## src/rtl/cache_ram_pkg.sv

```systemverilog
// Shared widths and transfer-state encoding for the cache <-> RAM line path.
package cache_ram_pkg;

  localparam int RAM_ADDR_SIZE   = 13;
  localparam int RAM_WORD_SIZE   = 16;
  localparam int CACHE_STR_WIDTH = 64;
  localparam int BEATS           = CACHE_STR_WIDTH / RAM_WORD_SIZE;

  typedef enum logic [2:0] {
    IDLE      = 3'd0,
    WR_BEATS  = 3'd1,
    WAIT_WACK = 3'd2,
    RD_ADDR   = 3'd3,
    RD_BEATS  = 3'd4,
    DONE      = 3'd5
  } line_state_e;

endpackage

```

## src/rtl/ram_wdog.sv

```systemverilog
// Clear-on-ack watchdog: counts consecutive ack-low cycles while enabled and
// raises expired once the streak reaches TIMEOUT. The count saturates there.
module ram_wdog #(
  parameter int TIMEOUT = 255
) (
  input  logic clk,
  input  logic rst,
  input  logic en_i,
  input  logic ack_i,
  output logic expired_o
);

  localparam int CW = (TIMEOUT < 1) ? 1 : $clog2(TIMEOUT + 1);
  localparam logic [CW-1:0] LIMIT = CW'(TIMEOUT);

  logic [CW-1:0] cnt_q;
  logic [CW-1:0] cnt_d;

  // Next count: any ack or leaving the waiting states restarts the streak.
  always_comb begin
    cnt_d = cnt_q;
    if (!en_i || ack_i) begin
      cnt_d = '0;
    end else if (cnt_q != LIMIT) begin
      cnt_d = cnt_q + 1'b1;
    end
  end

  // Streak counter register.
  always_ff @(posedge clk) begin
    if (rst) begin
      cnt_q <= '0;
    end else begin
      cnt_q <= cnt_d;
    end
  end

  assign expired_o = en_i && (cnt_q == LIMIT);

endmodule

```

## src/rtl/ram_line_port.sv

```systemverilog
// Line-level port toward the 16-bit RAM bus: a cache line writeback becomes a
// burst of write beats, a refill is gathered from read beats. All outputs are
// decoded from registered state, so nothing combinational reaches the buses.
module ram_line_port #(
  parameter int RAM_ADDR_SIZE   = cache_ram_pkg::RAM_ADDR_SIZE,
  parameter int RAM_WORD_SIZE   = cache_ram_pkg::RAM_WORD_SIZE,
  parameter int CACHE_STR_WIDTH = cache_ram_pkg::CACHE_STR_WIDTH,
  parameter int TIMEOUT         = 255
) (
  input  logic                       ram_clk,
  input  logic                       rst,
  input  logic                       line_req,
  input  logic                       line_rnw,
  input  logic [RAM_ADDR_SIZE-1:0]   line_addr,
  input  logic [CACHE_STR_WIDTH-1:0] line_wdata,
  output logic                       line_busy,
  output logic                       line_done,
  output logic                       line_err,
  output logic [CACHE_STR_WIDTH-1:0] line_rdata,
  output logic [RAM_ADDR_SIZE-1:0]   ram_addr,
  output logic                       ram_avalid,
  output logic                       ram_rnw,
  output logic [RAM_WORD_SIZE-1:0]   ram_wdata,
  input  logic [RAM_WORD_SIZE-1:0]   ram_rdata,
  input  logic                       ram_ack
);

  import cache_ram_pkg::*;

  localparam int N_BEATS = CACHE_STR_WIDTH / RAM_WORD_SIZE;
  localparam int CNT_W   = (N_BEATS < 2) ? 1 : $clog2(N_BEATS);
  localparam logic [CNT_W-1:0] LAST_BEAT = CNT_W'(N_BEATS - 1);

  line_state_e state_q;
  line_state_e state_d;
  logic        err_q;
  logic        err_d;

  logic [RAM_ADDR_SIZE-1:0]   addr_q;
  logic [CACHE_STR_WIDTH-1:0] wdata_q;
  logic [CNT_W-1:0]           cnt_q;
  logic [RAM_WORD_SIZE-1:0]   rbeat_q [N_BEATS];
  logic [RAM_WORD_SIZE-1:0]   wbeat   [N_BEATS];

  logic accept;
  logic capture;
  logic beat_adv;
  logic wdog_en;
  logic wdog_expired;

  assign wdog_en = (state_q == WAIT_WACK) || (state_q == RD_BEATS);

  ram_wdog #(
    .TIMEOUT (TIMEOUT)
  ) u_wdog (
    .clk       (ram_clk),
    .rst       (rst),
    .en_i      (wdog_en),
    .ack_i     (ram_ack),
    .expired_o (wdog_expired)
  );

  // Next-state and datapath strobes; a real ack wins over a same-cycle expiry.
  always_comb begin
    state_d  = state_q;
    err_d    = err_q;
    accept   = 1'b0;
    capture  = 1'b0;
    beat_adv = 1'b0;
    unique case (state_q)
      IDLE: begin
        if (line_req) begin
          accept  = 1'b1;
          err_d   = 1'b0;
          state_d = line_rnw ? RD_ADDR : WR_BEATS;
        end
      end
      WR_BEATS: begin
        beat_adv = 1'b1;
        if (cnt_q == LAST_BEAT) begin
          state_d = WAIT_WACK;
        end
      end
      WAIT_WACK: begin
        if (ram_ack) begin
          err_d   = 1'b0;
          state_d = DONE;
        end else if (wdog_expired) begin
          err_d   = 1'b1;
          state_d = DONE;
        end
      end
      RD_ADDR: begin
        state_d = RD_BEATS;
      end
      RD_BEATS: begin
        if (ram_ack) begin
          capture  = 1'b1;
          beat_adv = 1'b1;
          if (cnt_q == LAST_BEAT) begin
            err_d   = 1'b0;
            state_d = DONE;
          end
        end else if (wdog_expired) begin
          err_d   = 1'b1;
          state_d = DONE;
        end
      end
      DONE: begin
        state_d = IDLE;
      end
      default: begin
        state_d = IDLE;
      end
    endcase
  end

  // State and completion-status registers.
  always_ff @(posedge ram_clk) begin
    if (rst) begin
      state_q <= IDLE;
      err_q   <= 1'b0;
    end else begin
      state_q <= state_d;
      err_q   <= err_d;
    end
  end

  // Request latch, beat counter and refill slots; refill slots clear on accept
  // so a timed-out refill reports zero for every beat it never received.
  always_ff @(posedge ram_clk) begin
    if (rst) begin
      addr_q  <= '0;
      wdata_q <= '0;
      cnt_q   <= '0;
      for (int k = 0; k < N_BEATS; k++) begin
        rbeat_q[k] <= '0;
      end
    end else if (accept) begin
      addr_q  <= line_addr;
      wdata_q <= line_wdata;
      cnt_q   <= '0;
      for (int k = 0; k < N_BEATS; k++) begin
        rbeat_q[k] <= '0;
      end
    end else begin
      if (capture) begin
        rbeat_q[cnt_q] <= ram_rdata;
      end
      if (beat_adv) begin
        cnt_q <= cnt_q + 1'b1;
      end
    end
  end

  // Beat k maps to line bits [k*W +: W], low word first in both directions.
  for (genvar gi = 0; gi < N_BEATS; gi++) begin : g_beat
    assign wbeat[gi] = wdata_q[gi*RAM_WORD_SIZE +: RAM_WORD_SIZE];
    assign line_rdata[gi*RAM_WORD_SIZE +: RAM_WORD_SIZE] = rbeat_q[gi];
  end

  assign line_busy  = (state_q != IDLE) && (state_q != DONE);
  assign line_done  = (state_q == DONE);
  assign line_err   = (state_q == DONE) && err_q;
  assign ram_addr   = addr_q;
  assign ram_avalid = (state_q == WR_BEATS) || (state_q == RD_ADDR);
  assign ram_rnw    = (state_q == RD_ADDR) || (state_q == RD_BEATS);
  assign ram_wdata  = (state_q == WR_BEATS) ? wbeat[cnt_q] : '0;

endmodule
```

## config.mk

```make
export PLATFORM = sky130hd
export DESIGN_NAME = ram_line_port
export DESIGN_NICKNAME = d
export VERILOG_FILES = /design/src/rtl/cache_ram_pkg.sv /design/src/rtl/ram_wdog.sv /design/src/rtl/ram_line_port.sv
export SDC_FILE = /design/constraint.sdc
export NUM_CORES = 1
export LEC_CHECK = 0
export CORE_ASPECT_RATIO = 1.5
export CORE_MARGIN = 2
export CORE_UTILIZATION = 49
export CTS_BUF_LIST = sky130_fd_sc_hd__clkbuf_4 sky130_fd_sc_hd__clkbuf_8
export DETAILED_ROUTE_END_ITERATION = 7
export MAX_ROUTING_LAYER = met4
export PLACE_DENSITY = 0.82
export SYNTH_ARGS = -nofsm -noshare
export SYNTH_HDL_FRONTEND = slang
export SYNTH_SLANG_ARGS = --single-unit
```

## constraint.sdc

```tcl
create_clock -name ram_clk -period 2.6 [get_ports ram_clk]
set_input_delay 0.52 -clock ram_clk [delete_from_list [all_inputs] [get_ports ram_clk]]
set_output_delay 0.52 -clock ram_clk [all_outputs]
set_load 0.05 [all_outputs]
```

# Word-level counts from Yosys, hierarchy flattened

Memory sizes are Yosys's and may differ from the RTL's.
Cells that the tools add are included.

Memory bits (writable): 64
Logic and storage cells: 82
Output and inout port bits: 98
Input bits: 98
Flip-flop bits (word level): 91
Memories kept: 1

Memories:

| name    | depth | bits a word | read ports | clocked after Yosys merged registers in | write ports | RTL line            | RTL |
|---|---|---|---|---|---|---|---|
| rbeat_q | 4     | 16          | 4          | 0                                       | 4           | ram_line_port.sv:42 | `logic [RAM_WORD_SIZE-1:0] rbeat_q [N_BEATS];` |

$lt $le $gt $ge: 1
Equal/unequal tests: 12
Mux-type cells: 39
Reductions and logical operators: 16
Bitwise logic cells: 5
Add/sub/neg operators: 2

Operators by type and width:

| kind                                                     | number |
|---|---|
| two-way mux 16 bit                                       | 8 |
| binary-select mux 16 bit (select 2 bit)                  | 1 |
| two-way mux 1 bit                                        | 19 |
| two-way mux 3 bit                                        | 6 |
| OR reduction 16 bit                                      | 1 |
| one-hot mux 3 bit (5 select lines)                       | 1 |
| adder 8 x 1 -> 8 bit, second input constant              | 1 |
| equality test 8 bit, second input constant               | 1 |
| != test 8 bit, second input constant                     | 1 |
| equality test 3 x 2 -> 1 bit, second input constant      | 2 |
| equality test 3 bit, second input constant               | 2 |
| AND reduction 3 bit                                      | 2 |
| nonzero test 3 bit                                       | 2 |
| logical OR 1 bit                                         | 4 |
| two-way mux 2 bit                                        | 2 |
| != test 2 bit, second input constant                     | 2 |
| OR 1 bit                                                 | 4 |
| OR reduction 2 bit                                       | 2 |
| equality test 3 x 1 -> 1 bit, second input constant      | 1 |
| greater-or-equal comparator 3 bit, second input constant | 1 |
| logical AND 1 bit                                        | 3 |
| zero test 3 bit                                          | 1 |
| != test 3 x 2 -> 1 bit, second input constant            | 1 |
| != test 3 bit, second input constant                     | 1 |
| 6 further kinds                                          | 6 |

# Longest topological paths before layout

Gate-level depths: netlist of the first run.

Word-level depth: 8
Mapped depth: 7
Depth with buffers taken out: 4

# Modules after synthesis

Synthesis of the first run repeated with hierarchy kept, for this count alone.

Cell total of the unflattened synthesis: 629
Area total of the unflattened synthesis: 6,457.4 um2

Modules (own cells, without submodules):

| module        | cells each | area each (um2) | instances |
|---|---|---|---|
| ram_line_port | 580        | 6,025.8         | 1 |
| ram_wdog      | 49         | 431.7           | 1 |

# Least setup slack after synthesis of the first run

Ideal clock, no wire load.

Path type: reg-to-output
From: register state_q[2]
To: output port ram_wdata[10]
Path slack: 203 ps
Data required time: 2,080 ps
Buffers on the path: 2
Cell stages (with the launch flop): 5
Arrival time: 1,877 ps
Path through: dfxtp_1 or3b_2 clkbuf_1 clkbuf_1 nor2b_1

Cells in the longest elaborated chain, start to end: 2

RTL lines:

| what                         | RTL line             | RTL |
|---|---|---|
| from (decl)                  | ram_line_port.sv:34  | `line_state_e state_q;` |
| from (signal assigned)       | ram_line_port.sv:124 | `state_q <= state_d;` |
| equality test 3 x 1 -> 1 bit | ram_line_port.sv:168 | `assign ram_wdata = (state_q == WR_BEATS) ? wbeat[cnt_q] : '0;` |
| two-way mux 16 bit           | ram_line_port.sv:168 |  |
| to (decl)                    | ram_line_port.sv:23  | `output logic [RAM_WORD_SIZE-1:0] ram_wdata,` |

No other way between the ends.

# Final worst setup path of the first run

From: register state_q[2]
To: output port ram_wdata[3]

Same word-level chain as after synthesis.

==> flow_summary.toml, run 1 <==
[timing]
grt_setup_unrepaired = "no"
drv_slew = 0
period_share_pct = 95.47
relSlewSlack_pct = 58.50
setup_tns_ps = 0
fmax_ghz = 0.4029
setup_viol = 0
hold_viol = 0
setup_ws_ps = 117.8
worst_pin_slew_ps = 622.4
finalCriticalPeriod_ps = 2482
skew_ps = 11.60

[global_routing]
grt_pass1_wl_um = 25590
grt_usage_pct = 23.50
antenna_found_initial = 1
grt_max_degree = 80
overflow = 0
grt_pass1_vias = 5375

[place]
place.gp.congestion = 0.8767
pre_cts_ws_ps = 230.6
dpl.hpwl_um = 11940
portBuffers = 195

[hold_path]
hold_class = "flop to flop"
hold_depth = 2
whs_endpoint = "wdata_q[38]"
min_from = "wdata_q[38]"

[clock_tree]
cts.sinks = 155
cts_tree = "done"
clk-insertion-delay-late_ps = 430
cts_max_path_buffers = 2
htreeDepth = 4
hold_buffers = 0
clk_pin_slew_worst_paths_ps = 90
cts-root-buf = "clkbuf_8"
cts_inserted_buffers = 17

[logic_synthesis]
dominantRegCellSynth = "dfxtp_1"
yosysUniqueCellTypes = 45
synthCells = 617
netlist_area_um2 = 6454
yosys.area.top_type = "edfxtp_1"
ys_warn_count = 0
synthArstFlopShare_pct = 0
synthMostInstantiatedCell = "nand2_1"
synth_commonest_cells = "159 x nand2_1, 91 x dfxtp_1, 83 x a21oi_1"
synth_top_area_share_pct = 29.78
ys_top_cells_by_area = "edfxtp_1 30%, dfxtp_1 28%, nand2_1 9.2%"
ys_seq_area_share_pct = 58.01
ys_ff_latch = 155
synth_edf_count = 64
syn_avg_cell_area_um2 = 10.46
synth_nets = 720

[detailed_routing]
vias_per_cell = 5.261
drt_pass1_iterations = 4
vias = 5156
drc = 0
antenna_left = 0
wl_per_cell_um = 16.23
wl_um = 15910
drt-initial-drc-count = 220

[run_status]
status = "finished, final reports clean"

[setup_path]
crit_path_end_kind = "primary output"
reg2reg_to = "rbeat_q[0][0]"
r2r_cells = 4
worstPathArrival_ps = 1960
path_class = "flop to primary output"
r2r_setup_slack_ps = 720
crit_slowest_cell = "or3b_4"
worstPathCellList = "buf_4 > or3b_4 > nor2b_1 > buf_4"
crit_family = "simple AND/OR/NAND/NOR gates"
path_max_fanout = 17
cpPeakStageDelay_ps = 520
r2r-start = "state_q[1]"
critPathBufInv = 2
crit_top_cell = "buf_4"
cp-start-kind = "flop"
required_ps = 2080

[floorplanning]
fp.dieW_um = 97.71
core_um2 = 12950
dieArea_um2 = 14120
std_cell_rows = 51
start_util_pct = 49.82
io_pins = 196
die_y_um = 144.6

[power]
power_mw = 5.961
pwr_density_cell_nw_per_um2 = 671.5
vdd_ir_drop_max_mv = 0.3565
p_leak_nw = 3.270

[finish]
finalNetCount = 910
area_growth_pct = 37.53
drive_gt1_share_pct = 12.32

[job]
drv_cap = 0
==> timing repair <==
action	CTS	global route
hold endpoints to repair	0	0
pin swaps	0	0
resized for setup	4	1
endpoints found under the setup margin	19	6
buffers inserted	0	0
==> state kept, by name, indices dropped and copies added, names as in the netlist <==
signal / count
cnt_q: 2
rbeat_q: 64
state_q: 3
u_wdog.cnt_q: 8
ram_addr: 13
wdata_q: 64
err_q: 1
==> where the power goes <==
| part | total, mW | switching, mW | internal [mW] |
|---|---|---|---|
| combinational | 1.46 | 0.903 | 0.554 |
| clock | 1.66 | 0.962 | 0.694 |
| sequential | 2.85 | 0.102 | 2.75 |
==> tightest hold or removal path, cell delays in order (launching register included) <==
cell     delay, ps
dfxtp_1        310
nand2_1         50
a21oi_1         50
==> cells by family (layout without fill, tap and decap cells) <==
family,count (synthesis),in the layout,synth area share [%]
XOR/XNOR,2,2,0.2715
AO/OA/AOI/OAI,102,102,8.802
flip-flops,155,155,58.01
other,0,1,0
AND/OR/NAND/NOR,283,283,21.99
adder cells (fa/ha/maj),5,5,0.9694
multiplexers,19,19,6.068
buffers and inverters,51,254,3.897
==> per-stage QoR <==
step           utilization (%)  hold slack (ps)  std cells  cell area, um2
5_1_grt                  68.52            475.2        980            8876
3_5_place_dp             65.62            446.7        947            8501
4_1_cts                  68.47            458.8        979            8870
6_report                 68.52            455.7        980            8876
3_3_place_gp             65.62            439.9        947            8501
2_1_floorplan                -            433.1        617            6454
==> routing by layer <==
metal  vias up  track usage, %  wire (um)  share of wire, %
met5         -               -          0                 0
met4         0           9.064        325               2.0
met3        21           5.655        892               5.6
met2       199           43.63       8993                57
met1      2448           23.88       5698                36
li1       2488               -          -                 -
==> placed cells by master, fill, tap and decap left out, types with 4 or more instances in the layout <==
cell and count:
nand3_1 5, and2_1 64, mux4_2 16, dfxtp_1 90, inv_1 7, nor3_1 6
o21ai_0 4, edfxtp_1 64, clkbuf_8 17, ha_1 5, inv_6 6, clkinv_4 4
or3_1 6, buf_4 36, nand2_1 159, clkdlybuf4s50_1 174, nor3_2 4, a21oi_1 83
nor2b_1 19
==> worst max-delay path by stage <==
stage,slack (ps),endpoint,from,depth (start not counted)
2_1_floorplan,200,ram_wdata[10],state_q[2],4
3_3_place_gp,270,rbeat_q[0][10],ram_ack,5
3_5_place_dp,230,rbeat_q[0][9],ram_ack,5
4_1_cts,60,ram_wdata[2],cnt_q[0],4
5_1_grt,30,ram_avalid,state_q[0],3
6_report,120,ram_wdata[3],state_q[2],4
==> final cells by class <==
type                       count  area, um2
timing repair buffer         215       2066
inverter                       7      26.28
tap                          159      198.9
antenna                        1      2.502
multi-input combinational    411       2470
clock buffer                  17      234.0
clock inverter                15      133.9
fill                         985       4078
sequential                   155       3745
(Power assumes the default switching activity.)
==> inputs of run 2 (changes only) <==
--- a/config.mk
+++ b/config.mk
@@ -7,11 +7,12 @@
 export LEC_CHECK = 0
 export CORE_ASPECT_RATIO = 1.5
 export CORE_MARGIN = 2
-export CORE_UTILIZATION = 49
+export CORE_UTILIZATION = 43
 export CTS_BUF_LIST = sky130_fd_sc_hd__clkbuf_4 sky130_fd_sc_hd__clkbuf_8
 export DETAILED_ROUTE_END_ITERATION = 7
 export MAX_ROUTING_LAYER = met4
-export PLACE_DENSITY = 0.82
+export PLACE_DENSITY = 0.73
 export SYNTH_ARGS = -nofsm -noshare
 export SYNTH_HDL_FRONTEND = slang
 export SYNTH_SLANG_ARGS = --single-unit
+export TNS_END_PERCENT = 50
==> flow_summary.toml, run 2 (synthesis results as in run 1) <==
[detailed_routing]
vias = 5082
antenna_left = 0
wl_per_cell_um = 17.02
drt_pass1_iterations = 4
drc = 0
drt-initial-drc-count = 206
vias_per_cell = 5.022
wl_um = 17230

[place]
dp.cells = 980
portBuffers = 195
pre_cts_ws_ps = 232.7
dpl.hpwl_um = 12600
place.gp.congestion = 0.8337

[floorplanning]
io_pins = 196
core_um2 = 14590
start_util_pct = 44.22
dieArea_um2 = 16020
fp.dieW_um = 104.0
std_cell_rows = 54
die_y_um = 154.0

[timing]
grt_setup_unrepaired = "no"
setup_viol = 0
fmax_ghz = 0.4086
setup_ws_ps = 152.9
skew_ps = 11.69
setup_tns_ps = 0
finalCriticalPeriod_ps = 2447
hold_viol = 0
drv_slew = 0
relSlewSlack_pct = 63.94
period_share_pct = 94.12
worst_pin_slew_ps = 539.2
hold_ws_ps = 455.9

[finish]
final_cell_mix = "174 x clkdlybuf4s50_1, 159 x nand2_1, 89 x dfxtp_1"
layoutNonFillerInstCount = 1012
final_util_pct = 61.75
layout.area.seq_um2 = 3746
finalNetCount = 906
area_growth_pct = 39.63
multi_input_area_um2 = 2470
antenna_cells = 0
fill_cells = 1218
final_common_cell = "clkdlybuf4s50_1"
drive_gt1_share_pct = 12.25

[run_status]
status = "finished, final reports clean"

[global_routing]
grt_pass1_wl_um = 27040
antenna_found_initial = 0
grt_max_degree = 80
grt_pass1_vias = 5225
overflow = 0
grt_usage_pct = 22.42

[clock_tree]
clk-insertion-delay-late_ps = 440
cts_tree = "done"
post_cts_buffers = 0
htreeDepth = 4
clk_pin_slew_worst_paths_ps = 90
cts_max_path_buffers = 2
cts.sinks = 155
cts_inserted_buffers = 17
cts-root-buf = "clkbuf_8"

[setup_path]
crit_slowest_cell = "or3b_4"
path_class = "flop to primary output"
path_max_fanout = 17
crit_cells = 3
required_ps = 2080
cpPeakStageDelay_ps = 570
worstPathArrival_ps = 1930
critPathBufInv = 1
crit_path_end_kind = "primary output"
r2r_setup_slack_ps = 710
worstPathCellList = "or3b_4 > nor2b_1 > buf_4"
r2r_cells = 4
crit_family = "simple AND/OR/NAND/NOR gates"
cp-start-kind = "flop"

[power]
power_frac_comb_pct = 23.5
p_leak_nw = 3.303
p_seq_share_pct = 45.1
pwr_density_cell_nw_per_um2 = 700.5
vdd_ir_drop_max_mv = 0.3925
p_sw_share_pct = 31.83
cell_internal_pwr_mw = 4.303
switching_power_mw = 2.009
p_clk_share_pct = 31.4

[hold_path]
hold_depth = 2
hold_class = "flop to flop"

[job]
drv_cap = 0
## run 2: cell types whose count changed in the layout (fill, tap and decap cells not counted), sizes merged
cell / before / now
clkinv: 6 / 4
clkinvlp: 2 / 1
bufinv: 0 / 3
buf: 39 / 36
dlygate4sd2: 2 / 1
diode: 1 / 0
## run 2: worst register-to-register path, cell delays in order, from the launching register on
cell and delay (ps):
dfxtp_1 640, nand4bb_2 350, nor3b_2 80, or3_1 410, buf_12 180
## run 2: worst paths after layout
kind | from | endpoint
min reg2reg | wdata_q[38] | wdata_q[38]
max | state_q[1] | ram_wdata[7]
min | wdata_q[38] | wdata_q[38]
max reg2reg | state_q[1] | rbeat_q[0][6]
## run 2: what timing repair did
item / CTS / global route
gates resized for setup: 3 / 1
endpoints found under the hold margin: 0 / 0
endpoints found under the setup margin: 18 / 9
hold buffers: 0 / 0
## run 2: routing by layer
| metal | GRT usage, % | share of wire (%) | vias up |
|---|---|---|---|
| li1 | - | - | 2485 |
| met1 | 22.63 | 38 | 2395 |
| met2 | 42.58 | 55 | 183 |
| met3 | 5.384 | 5.5 | 19 |
| met4 | 6.371 | 1.4 | 0 |
| met5 | - | 0 | - |
## run 2: stage by stage
stage	area, um2	power (mW)
after floorplan	6454	3.826
after global placement	8567	4.364
after detailed placement	8567	4.394
after CTS	9010	6.357
after global routing	9011	6.565
final	9011	6.312
## run 2: layout make-up
type | count | area share (%)
multi-input cells | 411 | 27.41
flip-flops and latches | 155 | 41.57
well taps | 196 | 2.721
clock inverters | 15 | 2.291
repair buffers | 211 | 23.12
inverters | 7 | 0.2916
clock buffers | 17 | 2.596
## run 2: power groups by stage
| stage | logic (mW) | registers (mW) | clock network [mW] |
|---|---|---|---|
| 6_report | 1.48 | 2.85 | 1.98 |
| 5_1_grt | 1.57 | 2.87 | 2.12 |
| 4_1_cts | 1.50 | 2.85 | 2.01 |
| 3_5_place_dp | 1.49 | 2.90 | 0 |
| 3_3_place_gp | 1.47 | 2.89 | 0 |
| 2_1_floorplan | 0.574 | 3.25 | 0 |
==> inputs of run 3 (changes only) <==
--- a/config.mk
+++ b/config.mk
@@ -5,13 +5,15 @@
 export SDC_FILE = /design/constraint.sdc
 export NUM_CORES = 1
 export LEC_CHECK = 0
+export CAP_MARGIN = 40
 export CORE_ASPECT_RATIO = 1.5
 export CORE_MARGIN = 2
-export CORE_UTILIZATION = 43
+export CORE_UTILIZATION = 49
 export CTS_BUF_LIST = sky130_fd_sc_hd__clkbuf_4 sky130_fd_sc_hd__clkbuf_8
 export DETAILED_ROUTE_END_ITERATION = 7
 export MAX_ROUTING_LAYER = met4
-export PLACE_DENSITY = 0.73
+export PLACE_DENSITY = 0.82
+export SLEW_MARGIN = 25
 export SYNTH_ARGS = -nofsm -noshare
 export SYNTH_HDL_FRONTEND = slang
 export SYNTH_SLANG_ARGS = --single-unit
==> results of run 3 <==
No change in the layout: final DEF, timing and power equal those of run 1.
